### src/rtl/sync_hs_tx.sv
// Source side of a two-phase bundled-data crossing: launches words as a held bus plus request toggle.
// Optional macro SYNC_HS_TX_SKID_EN adds a one-entry skid so a word can queue while a transfer is in flight.
module sync_hs_tx #(
  parameter int DW = 32
) (
  input  logic          clk,
  input  logic          reset_,
  input  logic          in_pvld,
  output logic          in_prdy,
  input  logic [DW-1:0] in_pd,
  output logic          tx_req,
  output logic [DW-1:0] tx_pd,
  input  logic          ack_async,
  output logic          tx_busy,
  output logic          ack_err
);

  typedef enum logic {IDLE = 1'b0, WAIT = 1'b1} state_e;

  state_e        state_q, state_d;
  logic          tx_req_q, tx_req_d;
  logic [DW-1:0] tx_pd_q, tx_pd_d;
  logic          ack_err_q, ack_err_d;
  logic          ack_s1_q, ack_s2_q, ack_s3_q;
  logic          accept;
  logic          complete;

`ifdef SYNC_HS_TX_SKID_EN
  logic          skid_vld_q, skid_vld_d;
  logic [DW-1:0] skid_pd_q, skid_pd_d;
  assign in_prdy = ~skid_vld_q;
`else
  assign in_prdy = (state_q == IDLE);
`endif

  assign accept   = in_pvld & in_prdy;
  // The far end has echoed our current request level: the word has been taken.
  assign complete = (state_q == WAIT) && (ack_s3_q == tx_req_q);

  always_comb begin
    state_d   = state_q;
    tx_req_d  = tx_req_q;
    tx_pd_d   = tx_pd_q;
    ack_err_d = ack_err_q | ((state_q == IDLE) && (ack_s3_q != tx_req_q));
`ifdef SYNC_HS_TX_SKID_EN
    skid_vld_d = skid_vld_q;
    skid_pd_d  = skid_pd_q;
`endif
    case (state_q)
      IDLE: begin
        if (accept) begin
          tx_pd_d  = in_pd;
          tx_req_d = ~tx_req_q;
          state_d  = WAIT;
        end
      end
      WAIT: begin
        if (complete) begin
`ifdef SYNC_HS_TX_SKID_EN
          if (skid_vld_q) begin
            tx_pd_d    = skid_pd_q;
            tx_req_d   = ~tx_req_q;
            skid_vld_d = 1'b0;
          end else if (accept) begin
            tx_pd_d  = in_pd;
            tx_req_d = ~tx_req_q;
          end else begin
            state_d = IDLE;
          end
`else
          state_d = IDLE;
`endif
        end
`ifdef SYNC_HS_TX_SKID_EN
        else if (accept) begin
          skid_vld_d = 1'b1;
          skid_pd_d  = in_pd;
        end
`endif
      end
      default: state_d = IDLE;
    endcase
  end

  always_ff @(posedge clk or negedge reset_) begin
    if (!reset_) begin
      state_q   <= IDLE;
      tx_req_q  <= 1'b0;
      tx_pd_q   <= '0;
      ack_err_q <= 1'b0;
      ack_s1_q  <= 1'b0;
      ack_s2_q  <= 1'b0;
      ack_s3_q  <= 1'b0;
    end else begin
      state_q   <= state_d;
      tx_req_q  <= tx_req_d;
      tx_pd_q   <= tx_pd_d;
      ack_err_q <= ack_err_d;
      ack_s1_q  <= ack_async;
      ack_s2_q  <= ack_s1_q;
      ack_s3_q  <= ack_s2_q;
    end
  end

`ifdef SYNC_HS_TX_SKID_EN
  always_ff @(posedge clk or negedge reset_) begin
    if (!reset_) begin
      skid_vld_q <= 1'b0;
      skid_pd_q  <= '0;
    end else begin
      skid_vld_q <= skid_vld_d;
      skid_pd_q  <= skid_pd_d;
    end
  end
`endif

  assign tx_req  = tx_req_q;
  assign tx_pd   = tx_pd_q;
  assign tx_busy = (state_q == WAIT);
  assign ack_err = ack_err_q;

endmodule

### config.mk
export PLATFORM = sky130hd
export DESIGN_NAME = sync_hs_tx
export DESIGN_NICKNAME = d
export VERILOG_FILES = /design/src/rtl/sync_hs_tx.sv
export SDC_FILE = /design/constraint.sdc
export NUM_CORES = 1
export LEC_CHECK = 0
export ABC_AREA = 1
export CORE_AREA = 2 2 77 61
export DETAILED_ROUTE_END_ITERATION = 16
export DIE_AREA = 0 0 79 63
export GPL_TIMING_DRIVEN = 0
export PLACE_DENSITY = 0.74
export SLEW_MARGIN = 30
export SYNTH_ARGS = -nofsm -noshare
export SYNTH_HDL_FRONTEND = slang
export SYNTH_SLANG_ARGS = --single-unit
### constraint.sdc
create_clock -name clk -period 0.8 [get_ports clk]
set_input_delay 0.16 -clock clk [delete_from_list [all_inputs] [get_ports clk]]
set_output_delay 0.16 -clock clk [all_outputs]
set_load 0.05 [all_outputs]
======== After elaboration in Yosys (flattened, before gate mapping) ========
Cells that the tools add are included.
storage, ports and cells
  register bits ........................... 38
  bits of input ports ..................... 36
  output and inout port bits .............. 36
cells by class
  bitwise operators ....................... 4
  mux-type cells .......................... 3
  eq/ne operators ......................... 2
  reduce and logical (&&, ||, !) cells .... 3
operator list
  operator             count
  $logic_and A1 B1 Y1  2
  $mux W1              2
  $not A1 Y1           2
  $pmux W1 S2          1
  $reduce_and A2 Y1    1
  $and A1 B1 Y1        1
  $eq A1 B1 Y1         1
  $ne A1 B1 Y1         1
  $or A1 B1 Y1         1

======== Longest topological paths before layout ========
  depth after elaboration ................. 4
  depth in mapped cells ................... 6
  mapped depth without buffers ............ 5

======== Worst setup path after synthesis ========
OpenSTA, ideal clock, no wires.
  path type ............................... flip-flop to flip-flop
  from .................................... register state_q (netlist: tx_busy)
  to ...................................... register tx_req_q (netlist: tx_req)
  path buffers ............................ 1
  cell stages (with the launch flop) ...... 7
  path slack .............................. -650 ps
  arrival ................................. 1333 ps
  cell sequence ........................... dfrtp_1 -> inv_2 -> nand2_4 -> inv_6 -> buf_12 -> nand2_2 -> nand2_1
between the ends
  word-level cells in the longest chain between the ends .. 3
ends and longest elaborated chain
  what                                  line  source
  start: declaration                    20    state_e state_q, state_d;
  start signal: assignment              95    state_q <= state_d;
  $not A1 Y1 *                          n/a
  via in_prdy                           9     output logic in_prdy,
  $and A1 B1 Y1                         36    assign accept = in_pvld & in_prdy;
  $reduce_and A2 Y1 (no source line) *  n/a
  end signal: assignment                96    tx_req_q <= tx_req_d;
  end: declaration                      21    logic tx_req_q, tx_req_d;
Mark *: on every way through the listed nets, which the timed path passes. The rest lies on a longest branch.
A chain may end at the register's enable or synchronous reset.

======== Final worst setup path ========
  from .................................... register state_q (netlist: tx_busy)
  to ...................................... register tx_pd_q[0] (netlist: tx_pd[0])
between the ends
  word-level cells in the longest chain between the ends .. 3
ends and longest elaborated chain
  what                                  line  source
  $not A1 Y1 *                          n/a
  $and A1 B1 Y1                         36
  $reduce_and A2 Y1 (no source line) *  n/a
  end signal: assignment                97    tx_pd_q <= tx_pd_d;
  end: declaration                      22    logic [DW-1:0] tx_pd_q, tx_pd_d;
Every way passes the cells marked *; elsewhere a longest branch is shown, timed or not.

==> run_results.csv <==
group,metric,value,unit
outcome,outcome,"complete, but fails checks",
outcome,violations,"setup timing",
final_layout,multi_input_area,572,µm²
routing,firstDrtPassIters,4,
logic_synthesis,avgSynthCellArea,9.50,µm²
routing,drc_errors,0,
final_layout,final_cell_area,2930,µm²
timing,worst_pin_slew,0.188,ns
timing,worst_slack,-0.359,ns
clocking,cts.htree.levels,2,
final_layout,finalNonFillerCells,322,
job,maxCapViolations,0,
grt,grt-ovfl-total,0,
clocking,cts_tree,"done",
critical_path,worstPathRequired,0.97,ns
final_layout,nets,300,
power,swShare,0.469,
logic_synthesis,synth_seq_cells,38,
logic_synthesis,yosysWarnings,0,
clocking,clockBufferDepth,2,
power,p_int,7.05,mW
final_layout,fill_cells,333,
critical_path,r2r_start,"tx_busy",
floorplan,row_count,21,
routing,vias,1385,
critical_path,path_cells,"inv_8 -> nand2_8 -> inv_12 -> buf_12 -> buf_8 -> nand2_2 -> nand2_1",
critical_path,startpoint,"tx_busy",
critical_path,startpoint_type,"flip-flop",
critical_path,endpoint,"tx_pd[0]",
grt,grt_pass1_wl,6210,µm
critical_path,path_depth,7,
logic_synthesis,syn-num-nets,191,
logic_synthesis,ys_types,11,
floorplan,pin_count,72,
clocking,numClockSinks,38,
placement,place.gp.congestion,0.631,
critical_path,critPathMaxFanout,7,
routing,viasPerCell,4.30,
final_layout,area_delta_synth_final,99.2,%
power,total_leakage_power,1.51,nW
power,total_power,13.3,mW
logic_synthesis,netlist_area,1470,µm²
final_layout,register_area,953,µm²
floorplan,fp.dieH,63,µm
critical_path,reg2regPathDepth,7,
power,netSwitchingPower,6.21,mW
logic_synthesis,syn_inst,155,
critical_path,cp_top_family,"flip-flops",
timing,fin_skew,0.00536,ns
routing,postRouteAntennaNets,0,
routing,drt_iter0_drc,37,
clocking,root_buffer,"clkbuf_8",
timing,fin_crit_sh,1.45,
critical_path,path_buf_inv,4,
logic_synthesis,yosysSeqAreaShare,0.646,
timing,maxSlewViolCount,0,
power,power_frac_seq,0.257,
final_layout,antenna_cells,0,
critical_path,worst-setup-path-type,"reg -> reg",
timing,fmax,863,MHz
timing,period_minus_slack,1.16,ns
final_layout,drive_above_1_share,0.483,
timing,setup_violations,71,
timing,finalHoldViolCount,0,
grt,antenna_found_initial,0,
clocking,clk_pin_slew,0.07,ns
floorplan,core,4260,µm²
critical_path,max_stage_delay,0.43,ns
clocking,clock_latency,0.28,ns
power,power_frac_comb,0.651,
min_path,min_path_type,"in -> async",
placement,hpwl,2390,µm
placement,io_buffers,71,
grt,first_global_vias,1389,
power,p_per_area,4520,nW/µm²
critical_path,crit-reg2reg-capture,"tx_pd[0]",
placement,placed_area,2290,µm²
timing,finalSetupTns,-17.18,ns
placement,dp.cells,284,
floorplan,initial_utilization,0.346,
clocking,cts_buffers,5,
timing,relSlewSlack,0.874,
routing,routedWlPerCell,12.7,µm
floorplan,die_w,79,µm
final_layout,final_core_util,0.689,
critical_path,worstPathArrival,1.33,ns
timing,rsz0062_at_grt,"true",
power,peakVddDrop,2.29,mV
floorplan,die_area,4980,µm²
critical_path,worstSetupEndpointType,"flip-flop",
grt,grt_max_degree,29,
power,p_clk_frac,0.092,
routing,wirelength,4090,µm
grt,track_usage,0.165,
critical_path,cpMaxStageDelayCell,"dfrtp_2",
critical_path,r2r_slack,-0.36,ns
-- flip-flops by register name, summed over array words and instances (netlist names) --
| signal | count |
|---|---|
| ack_err | 1 |
| ack_s3_q | 1 |
| tx_busy | 1 |
| ack_s2_q | 1 |
| ack_s1_q | 1 |
| tx_req | 1 |
| tx_pd | 32 |
-- worst min path at each step --
stage,slack (ns),endpoint
2_1_floorplan,-0.14,ack_err
3_3_place_gp,0.33,ack_s3_q
3_5_place_dp,0.06,tx_pd[29]
4_1_cts,0.29,tx_pd[30]
5_1_grt,0.29,tx_pd[24]
6_report,0.28,tx_pd[30]
-- synth_stat cells, drive strengths merged --
master	instances	area [µm²]
dfrtp	38	951
buf	6	65.1
nand3	2	10.0
nand2	104	423
inv	5	23.8
-- cell families after synthesis --
| kind of cell | Yosys count | synth area share |
|---|---|---|
| buf+inv | 11 | 0.0603 |
| flops | 38 | 0.646 |
| simple gates | 106 | 0.294 |
-- through the flow --
stage | hold WS (ns) | worst slack, ns
2_1_floorplan | -0.136 | -0.354
3_3_place_gp | 0.333 | -1.49
3_5_place_dp | 0.0558 | -0.682
4_1_cts | 0.290 | -0.341
5_1_grt | 0.290 | -0.392
6_report | 0.280 | -0.359
-- repair_timing --
item	in CTS	in global routing
hold buffers	1	0
gates resized for setup	286	27
gates cloned	4	1
setup endpoints to repair	71	84
pin swaps	3	7
buffers inserted	15	11
endpoints found under the hold margin	10	0
-- area by class of cell --
class | instances | area share
repair buffers | 103 | 0.391
flip-flops and latches | 38 | 0.325
multi-input cells | 106 | 0.195
clock buffers | 8 | 0.0273
well taps | 57 | 0.0243
plain buffers | 5 | 0.0230
inverters | 5 | 0.0141
-- placed cells by master, fill, tap and decap left out, types with 2 or more instances in the layout --
master / instances
buf_16: 3
clkbuf_1: 3
nand2_1: 59
dfrtp_2: 2
nand2_2: 35
dfrtp_1: 36
clkbuf_8: 5
buf_4: 21
nand2_4: 9
clkdlybuf4s50_1: 34
nand3_1: 2
inv_1: 2
buf_8: 5
buf_12: 5
buf_6: 37
-- per-layer routing --
layer / track usage / share of wire / up-vias
li1: - / - / 683
met1: 0.198 / 0.43 / 650
met2: 0.271 / 0.49 / 47
met3: 0.0607 / 0.069 / 5
met4: 0.0582 / 0.0093 / 0
met5: 0 / 0 / -
-- power by group through the flow --
stage	Clock [mW]	Sequential (mW)	Combinational, mW
after floorplan	0	6.18	1.37
after global placement	0	3.25	6.51
after detailed placement	0	3.26	6.59
after CTS	1.28	3.40	8.10
after global routing	1.36	3.49	9.08
final	1.22	3.40	8.64
Note: power is estimated with default switching activity, not from simulation.
